===== src/rtl/pipe_ctrl_pkg.sv =====
// Shared definitions for the pipeline control unit: opcodes, control encodings
// and the per-stage control word layouts.
package pipe_ctrl_pkg;

  localparam logic [6:0] OpcR      = 7'b0110011;
  localparam logic [6:0] OpcLoad   = 7'b0000011;
  localparam logic [6:0] OpcStore  = 7'b0100011;
  localparam logic [6:0] OpcBranch = 7'b1100011;
  localparam logic [6:0] OpcImm    = 7'b0010011;
  localparam logic [6:0] OpcJal    = 7'b1101111;
  localparam logic [6:0] OpcJalr   = 7'b1100111;

  typedef enum logic [1:0] {
    AluAdd    = 2'b00,
    AluBranch = 2'b01,
    AluR      = 2'b10,
    AluImm    = 2'b11
  } aluop_e;

  typedef enum logic [1:0] {
    WbAlu = 2'b00,
    WbMem = 2'b01,
    WbPc4 = 2'b10
  } memtoreg_e;

  // Full control word as produced by decode and held in ID/EX.
  typedef struct packed {
    logic      alusrc;
    aluop_e    aluop;
    logic      branch;
    logic      jump;
    logic      memread;
    logic      memwrite;
    logic      regwrite;
    memtoreg_e memtoreg;
  } ctrl_t;

  // Later stages only carry the controls still ahead of them.
  typedef struct packed {
    logic      memread;
    logic      memwrite;
    logic      regwrite;
    memtoreg_e memtoreg;
  } mem_ctrl_t;

  typedef struct packed {
    logic      regwrite;
    memtoreg_e memtoreg;
  } wb_ctrl_t;

  localparam ctrl_t CtrlZero = '0;

  // Formats whose rs2 field is a real source operand.
  function automatic logic uses_rs2(input logic [6:0] opcode);
    return (opcode == OpcR) || (opcode == OpcStore) || (opcode == OpcBranch);
  endfunction

endpackage


===== src/rtl/ctrl_decoder.sv =====
// Combinational opcode decoder producing the full control word for the ID stage.
module ctrl_decoder
  import pipe_ctrl_pkg::*;
#(
  parameter bit          JUMP_EN    = 1'b1,
  parameter int unsigned REG_ADDR_W = 5
) (
  input  logic [6:0]            i_opcode,
  input  logic [REG_ADDR_W-1:0] i_rd,
  output ctrl_t                 o_ctrl,
  output logic                  o_illegal
);

  // Table decode; unknown opcodes yield all-zero controls and flag illegal.
  always_comb begin
    o_ctrl    = CtrlZero;
    o_illegal = 1'b0;
    case (i_opcode)
      OpcR: begin
        o_ctrl.regwrite = 1'b1;
        o_ctrl.aluop    = AluR;
      end
      OpcLoad: begin
        o_ctrl.memread  = 1'b1;
        o_ctrl.memtoreg = WbMem;
        o_ctrl.alusrc   = 1'b1;
        o_ctrl.regwrite = 1'b1;
        o_ctrl.aluop    = AluAdd;
      end
      OpcStore: begin
        o_ctrl.memwrite = 1'b1;
        o_ctrl.alusrc   = 1'b1;
        o_ctrl.aluop    = AluAdd;
      end
      OpcBranch: begin
        o_ctrl.branch = 1'b1;
        o_ctrl.aluop  = AluBranch;
      end
      OpcImm: begin
        o_ctrl.alusrc   = 1'b1;
        o_ctrl.regwrite = 1'b1;
        o_ctrl.aluop    = AluImm;
      end
      OpcJal: begin
        if (JUMP_EN) begin
          o_ctrl.jump     = 1'b1;
          o_ctrl.regwrite = 1'b1;
          o_ctrl.memtoreg = WbPc4;
        end else begin
          o_illegal = 1'b1;
        end
      end
      OpcJalr: begin
        if (JUMP_EN) begin
          o_ctrl.jump     = 1'b1;
          o_ctrl.alusrc   = 1'b1;
          o_ctrl.regwrite = 1'b1;
          o_ctrl.memtoreg = WbPc4;
        end else begin
          o_illegal = 1'b1;
        end
      end
      default: o_illegal = 1'b1;
    endcase
    // x0 is hardwired to zero, so never write it.
    if (i_rd == '0) o_ctrl.regwrite = 1'b0;
  end

endmodule


===== src/rtl/pipe_control_unit.sv =====
// Pipeline control: carries decoded controls ID->EX->MEM->WB, detects load-use
// hazards, inserts bubbles on stall/flush and counts both events.
module pipe_control_unit
  import pipe_ctrl_pkg::*;
#(
  parameter bit          JUMP_EN    = 1'b1,
  parameter int unsigned REG_ADDR_W = 5,
  parameter int unsigned CNT_W      = 16
) (
  input  logic                  i_clk,
  input  logic                  i_reset,
  input  logic [6:0]            i_id_opcode,
  input  logic [REG_ADDR_W-1:0] i_id_rd,
  input  logic [REG_ADDR_W-1:0] i_id_rs1,
  input  logic [REG_ADDR_W-1:0] i_id_rs2,
  input  logic                  i_flush,
  output logic                  o_stall,
  output logic                  o_illegal,
  output logic                  o_ex_alusrc,
  output logic                  o_ex_branch,
  output logic                  o_ex_jump,
  output logic [1:0]            o_ex_aluop,
  output logic [REG_ADDR_W-1:0] o_ex_rd,
  output logic                  o_mem_read,
  output logic                  o_mem_write,
  output logic                  o_wb_regwrite,
  output logic [1:0]            o_wb_memtoreg,
  output logic [REG_ADDR_W-1:0] o_wb_rd,
  output logic [CNT_W-1:0]      o_stall_cnt,
  output logic [CNT_W-1:0]      o_flush_cnt
);

  ctrl_t                 w_dec_ctrl;
  ctrl_t                 w_ex_ctrl_d;
  logic [REG_ADDR_W-1:0] w_ex_rd_d;
  logic                  w_stall;
  logic                  w_stall_cnt_inc;
  logic                  w_flush_cnt_inc;

  ctrl_t                 r_ex_ctrl;
  logic [REG_ADDR_W-1:0] r_ex_rd;
  mem_ctrl_t             r_mem_ctrl;
  logic [REG_ADDR_W-1:0] r_mem_rd;
  wb_ctrl_t              r_wb_ctrl;
  logic [REG_ADDR_W-1:0] r_wb_rd;
  logic [CNT_W-1:0]      r_stall_cnt;
  logic [CNT_W-1:0]      r_flush_cnt;

  ctrl_decoder #(
    .JUMP_EN    (JUMP_EN),
    .REG_ADDR_W (REG_ADDR_W)
  ) u_ctrl_decoder (
    .i_opcode  (i_id_opcode),
    .i_rd      (i_id_rd),
    .o_ctrl    (w_dec_ctrl),
    .o_illegal (o_illegal)
  );

  // Load-use hazard: the load in EX writes a register the ID instruction reads.
  always_comb begin
    w_stall = 1'b0;
    if (r_ex_ctrl.memread && (r_ex_rd != '0)) begin
      w_stall = (r_ex_rd == i_id_rs1) ||
                ((r_ex_rd == i_id_rs2) && uses_rs2(i_id_opcode));
    end
  end

  // ID/EX next value: a bubble on flush or stall, else the decoded instruction.
  always_comb begin
    w_ex_ctrl_d = w_dec_ctrl;
    w_ex_rd_d   = i_id_rd;
    if (i_flush || w_stall) begin
      w_ex_ctrl_d = CtrlZero;
      w_ex_rd_d   = '0;
    end
  end

  // A stall overridden by flush is not counted; both counters stick at all-ones.
  always_comb begin
    w_stall_cnt_inc = w_stall && !i_flush && (r_stall_cnt != '1);
    w_flush_cnt_inc = i_flush && (r_flush_cnt != '1);
  end

  // Stage registers and event counters; reset discards everything in flight.
  always_ff @(posedge i_clk) begin
    if (i_reset) begin
      r_ex_ctrl   <= CtrlZero;
      r_ex_rd     <= '0;
      r_mem_ctrl  <= '0;
      r_mem_rd    <= '0;
      r_wb_ctrl   <= '0;
      r_wb_rd     <= '0;
      r_stall_cnt <= '0;
      r_flush_cnt <= '0;
    end else begin
      r_ex_ctrl           <= w_ex_ctrl_d;
      r_ex_rd             <= w_ex_rd_d;
      r_mem_ctrl.memread  <= r_ex_ctrl.memread;
      r_mem_ctrl.memwrite <= r_ex_ctrl.memwrite;
      r_mem_ctrl.regwrite <= r_ex_ctrl.regwrite;
      r_mem_ctrl.memtoreg <= r_ex_ctrl.memtoreg;
      r_mem_rd            <= r_ex_rd;
      r_wb_ctrl.regwrite  <= r_mem_ctrl.regwrite;
      r_wb_ctrl.memtoreg  <= r_mem_ctrl.memtoreg;
      r_wb_rd             <= r_mem_rd;
      if (w_stall_cnt_inc) r_stall_cnt <= r_stall_cnt + 1'b1;
      if (w_flush_cnt_inc) r_flush_cnt <= r_flush_cnt + 1'b1;
    end
  end

  assign o_stall       = w_stall;
  assign o_ex_alusrc   = r_ex_ctrl.alusrc;
  assign o_ex_branch   = r_ex_ctrl.branch;
  assign o_ex_jump     = r_ex_ctrl.jump;
  assign o_ex_aluop    = r_ex_ctrl.aluop;
  assign o_ex_rd       = r_ex_rd;
  assign o_mem_read    = r_mem_ctrl.memread;
  assign o_mem_write   = r_mem_ctrl.memwrite;
  assign o_wb_regwrite = r_wb_ctrl.regwrite;
  assign o_wb_memtoreg = r_wb_ctrl.memtoreg;
  assign o_wb_rd       = r_wb_rd;
  assign o_stall_cnt   = r_stall_cnt;
  assign o_flush_cnt   = r_flush_cnt;

endmodule


===== config.mk =====
export PLATFORM = sky130hd
export DESIGN_NAME = pipe_control_unit
export DESIGN_NICKNAME = d
export VERILOG_FILES = /design/src/rtl/pipe_ctrl_pkg.sv /design/src/rtl/ctrl_decoder.sv /design/src/rtl/pipe_control_unit.sv
export SDC_FILE = /design/constraint.sdc
export NUM_CORES = 1
export LEC_CHECK = 0
export CORE_MARGIN = 1.5
export CORE_UTILIZATION = 43
export DETAILED_ROUTE_END_ITERATION = 12
export PLACE_DENSITY = 0.77
export SLEW_MARGIN = 40
export SYNTH_ARGS = -nofsm -noshare
export SYNTH_HDL_FRONTEND = slang
export SYNTH_SLANG_ARGS = --single-unit

===== constraint.sdc =====
create_clock -name i_clk -period 2.1 [get_ports i_clk]
set_clock_uncertainty 0.15 [all_clocks]
set_input_delay 0.42 -clock i_clk [delete_from_list [all_inputs] [get_ports i_clk]]
set_output_delay 0.42 -clock i_clk [all_outputs]
set_load 0.02 [all_outputs]

==> summary.md <==
| Metric | Value |
|---|---|
| Initial DRC count | 90 |
| First-pass GRT wire length | 11320 um |
| Post-Route M1 WL | 3296 um |
| Setup ws final | -73.71 ps |
| Synth async-reset ratio | 0% |
| CTS Hold Bufs | 0 |
| Worst Path Required | 1530 ps |
| Routability Congestion | 0.8424 |
| Clock Pin Slew Worst Setup and Hold Paths | 70 ps |
| Final hold violations | 0 |
| Pwr/cell area | 593.9 nW/um^2 |
| CTS tree | done |
| Main synth FF type | dfxtp_1 |
| Final setup fails | 3 |
| Via Count | 2712 |
| Largest net degree at the start of global routing | 42 |
| Uppermost layer routed | met4 |
| Slew @ Worst Pin | 483.1 ps |
| Initial cell density of the core | 45.22% |
| R2r startpoint | o_ex_rd[2] |
| Crit path time final | 2174 ps |
| RSZ-0062 raised after global routing | yes |
| Crit path capture | o_stall |
| Ys Warns | 0 |
| Die area | 6824 um^2 |
| Gr usage total | 21.78% |
| Worst slew margin | 67.55% |
| Critical Path End Type | primary output |
| Ant diodes | 0 |
| Cell leakage power | 0.001590 uW |
| Failing checks | setup timing |
| Port buffer count | 78 |
| Yosys reg bits | 63 |
| Crit. Startpoint | i_id_opcode[4] |
| Fin cells | 504 |
| Status | finished with violations |
| Total core area | 6026 um^2 |
| Synthesized area | 2725 um^2 |
| Synthesized net count | 334 |
| Final core occ | 70.87% |
| GRT overflow | 0 |
| Synth cell types | 46 |
| Clock sink total | 63 |
| CP arrival | 1600 ps |
| Dpl cells | 483 |
| CP startpoint kind | input port |
| Met3 WL post-DR | 418 um |
| Seq/Total Area, Yosys | 46.28% |
| Mean Syn Cell Area | 8.877 um^2 |
| Max-Cap Viols | 0 |
| Hold Crit Class | reg -> reg |
| IO Pins | 79 |
| DRC Markers | 0 |
| CP Class | in -> out |
| Layout cell share with drive strength beyond 1 | 21.91% |
| Final Max Tran Viols | 0 |
| Routed Antenna Nets | 0 |
| Initial antenna violation count | 0 |
| Latest clock arrival within the worst-skew pair | 330 ps |
| Final net count | 451 |
| Die Width | 82.61 um |
| FMAX | 460.0 MHz |
| Root Driver | clkbuf_8 |
| IR drop worst, VDD | 411.5 uV |
| Max Fanout on Critical Path | 3 |
| Vias per cell | 5.381 |
| Wirelength per Cell | 14.63 um |
| Post-Synthesis Cells | 307 |
| Die height | 82.61 um |
| Total wire length | 7372 um |
| Final HPWL DP | 4937 um |
| TritonCTS Buffers | 9 |
| Area growth, synth to finish | 56.70% |
| Dpl ws | -716.9 ps |
| CTS max path bufs | 2 |
| Final period util | 103.5% |
| DR pass1 iterations | 4 |
| H-tree depth | 3 |
| Vias in the first global route | 2437 |
| Reg2Reg Capture Point | o_stall_cnt[4] |
| Met2 wire len | 3529 um |
| Flop-to-flop setup slack | -40 ps |
| Cells on worst reg2reg path | 6 |
| FP Rows | 28 |
| Post-synth EDFFs | 0 |
-- report_power, final --
part	internal [uW]	total, uW	leakage [uW]	switching (uW)
clock	616	1090	0.0000988	478
sequential	1210	1220	0.000512	11.6
combinational	111	224	0.000980	114
-- state kept, by name, summed over array words and instances, names as in the netlist --
register       cells
o_ex_aluop         2
o_ex_jump          1
o_stall_cnt       16
o_ex_rd            5
o_flush_cnt       16
r_mem_rd           5
o_wb_memtoreg      2
o_wb_regwrite      1
r_mem_ctrl         3
r_ex_ctrl          4
o_wb_rd            5
o_ex_branch        1
o_ex_alusrc        1
o_mem_write        1
-- cell usage in the layout, fill, tap and decap left out, drive strengths merged, types with 2 or more instances in the layout --
master         count
and4               3
nand3             11
clkbuf            12
a31oi              3
clkinvlp           2
o21ai              7
o31a               3
a21bo              2
dlygate4sd2       16
clkdlybuf4s50     58
nor2b             21
nor3              14
nor4              10
dfxtp             63
xor2              11
o21a               4
a211oi             2
a21oi             17
inv                8
nand4              8
and3               5
nand2             20
a31o               2
ha                 2
o31ai              5
mux2               3
or4                8
or3                7
buf               46
o41ai              2
nand4b             2
xnor2              7
nor2              31
-- cells in the mapped netlist (2+ instances only) --
library cell,number,area share [%]
dfxtp_1,63,46
nor2_1,31,4.3
nor2b_1,21,4.8
nand2_1,20,2.8
a21oi_1,17,3.1
nor3_1,14,2.6
clkbuf_1,11,1.5
nand3_1,11,2.0
xor2_1,11,3.5
inv_1,8,1.1
nand4_1,8,1.8
nor4_1,8,1.8
or4_1,8,2.2
or3_1,7,1.6
xnor2_1,7,2.2
and3_1,5,1.1
o21ai_0,5,0.92
o31ai_1,5,1.4
o21a_1,4,1.1
a31oi_1,3,0.69
and4_1,3,0.96
buf_4,3,0.83
mux2_1,3,1.2
o31a_1,3,0.96
a211oi_1,2,0.55
ha_1,2,0.92
nand4b_1,2,0.64
nor4_2,2,0.92
o21ai_1,2,0.37
o41ai_1,2,0.64
-- kinds of logic after synthesis --
logic type,Yosys count,synth area share (%)
buf+inv,24,4.040
mux,3,1.240
xor+xnor,18,5.785
simple gates,145,29.16
flops,63,46.28
fa+ha+maj,2,0.9181
compound gates,52,12.58
-- worst max-delay path: stages --
cell           delay (ps)
dlygate4sd2_1         260
a21bo_1               230
nor4_4                250
a22oi_2               170
nor2_4                150
buf_6                 120
-- worst min-delay path by stage --
stage | start | end | slack [ps] | cells after the start
2_1_floorplan | r_ex_ctrl[3] | o_mem_write | 260 | 1
4_1_cts | r_ex_ctrl[1] | r_mem_ctrl[1] | 290 | 1
3_3_place_gp | r_ex_ctrl[1] | r_mem_ctrl[1] | 270 | 1
5_1_grt | r_mem_rd[3] | o_wb_rd[3] | 310 | 1
3_5_place_dp | r_ex_ctrl[1] | r_mem_ctrl[1] | 270 | 1
6_report | r_ex_ctrl[1] | r_mem_ctrl[1] | 290 | 1
-- stage by stage --
| step | power, uW | TNS (ps) | area (um^2) | hold WS, ps |
|---|---|---|---|---|
| 4_1_cts | 2530 | -107.7 | 4170 | 288.6 |
| 6_report | 2536 | -125.3 | 4270 | 287.5 |
| 2_1_floorplan | 1332 | 0 | 2773 | 263.8 |
| 3_5_place_dp | 1452 | -17300 | 3865 | 272.0 |
| 3_3_place_gp | 1446 | -15580 | 3865 | 269.5 |
| 5_1_grt | 2624 | -316.8 | 4270 | 305.9 |
-- repair_timing --
action | CTS | global route
cloned | 1 | 0
resized for setup | 46 | 16
pin swaps | 14 | 3
buffers inserted | 3 | 2
setup endpoints to repair | 33 | 31
-- layer usage --
layer,track usage [%],vias up
li1,-,1332
met1,29.14,1259
met2,34.72,108
met3,4.725,13
met4,7.333,0
met5,0,-
-- cell type report --
cell class | instances | area, um^2
clock buffer | 12 | 155.1
clock inverter | 4 | 53.80
fill | 465 | 1755
inverter | 8 | 30.03
multi-input combinational | 220 | 1555
sequential | 63 | 1272
tap | 75 | 93.84
timing repair buffer | 122 | 1110
Power figures use the tool's default switching activity.
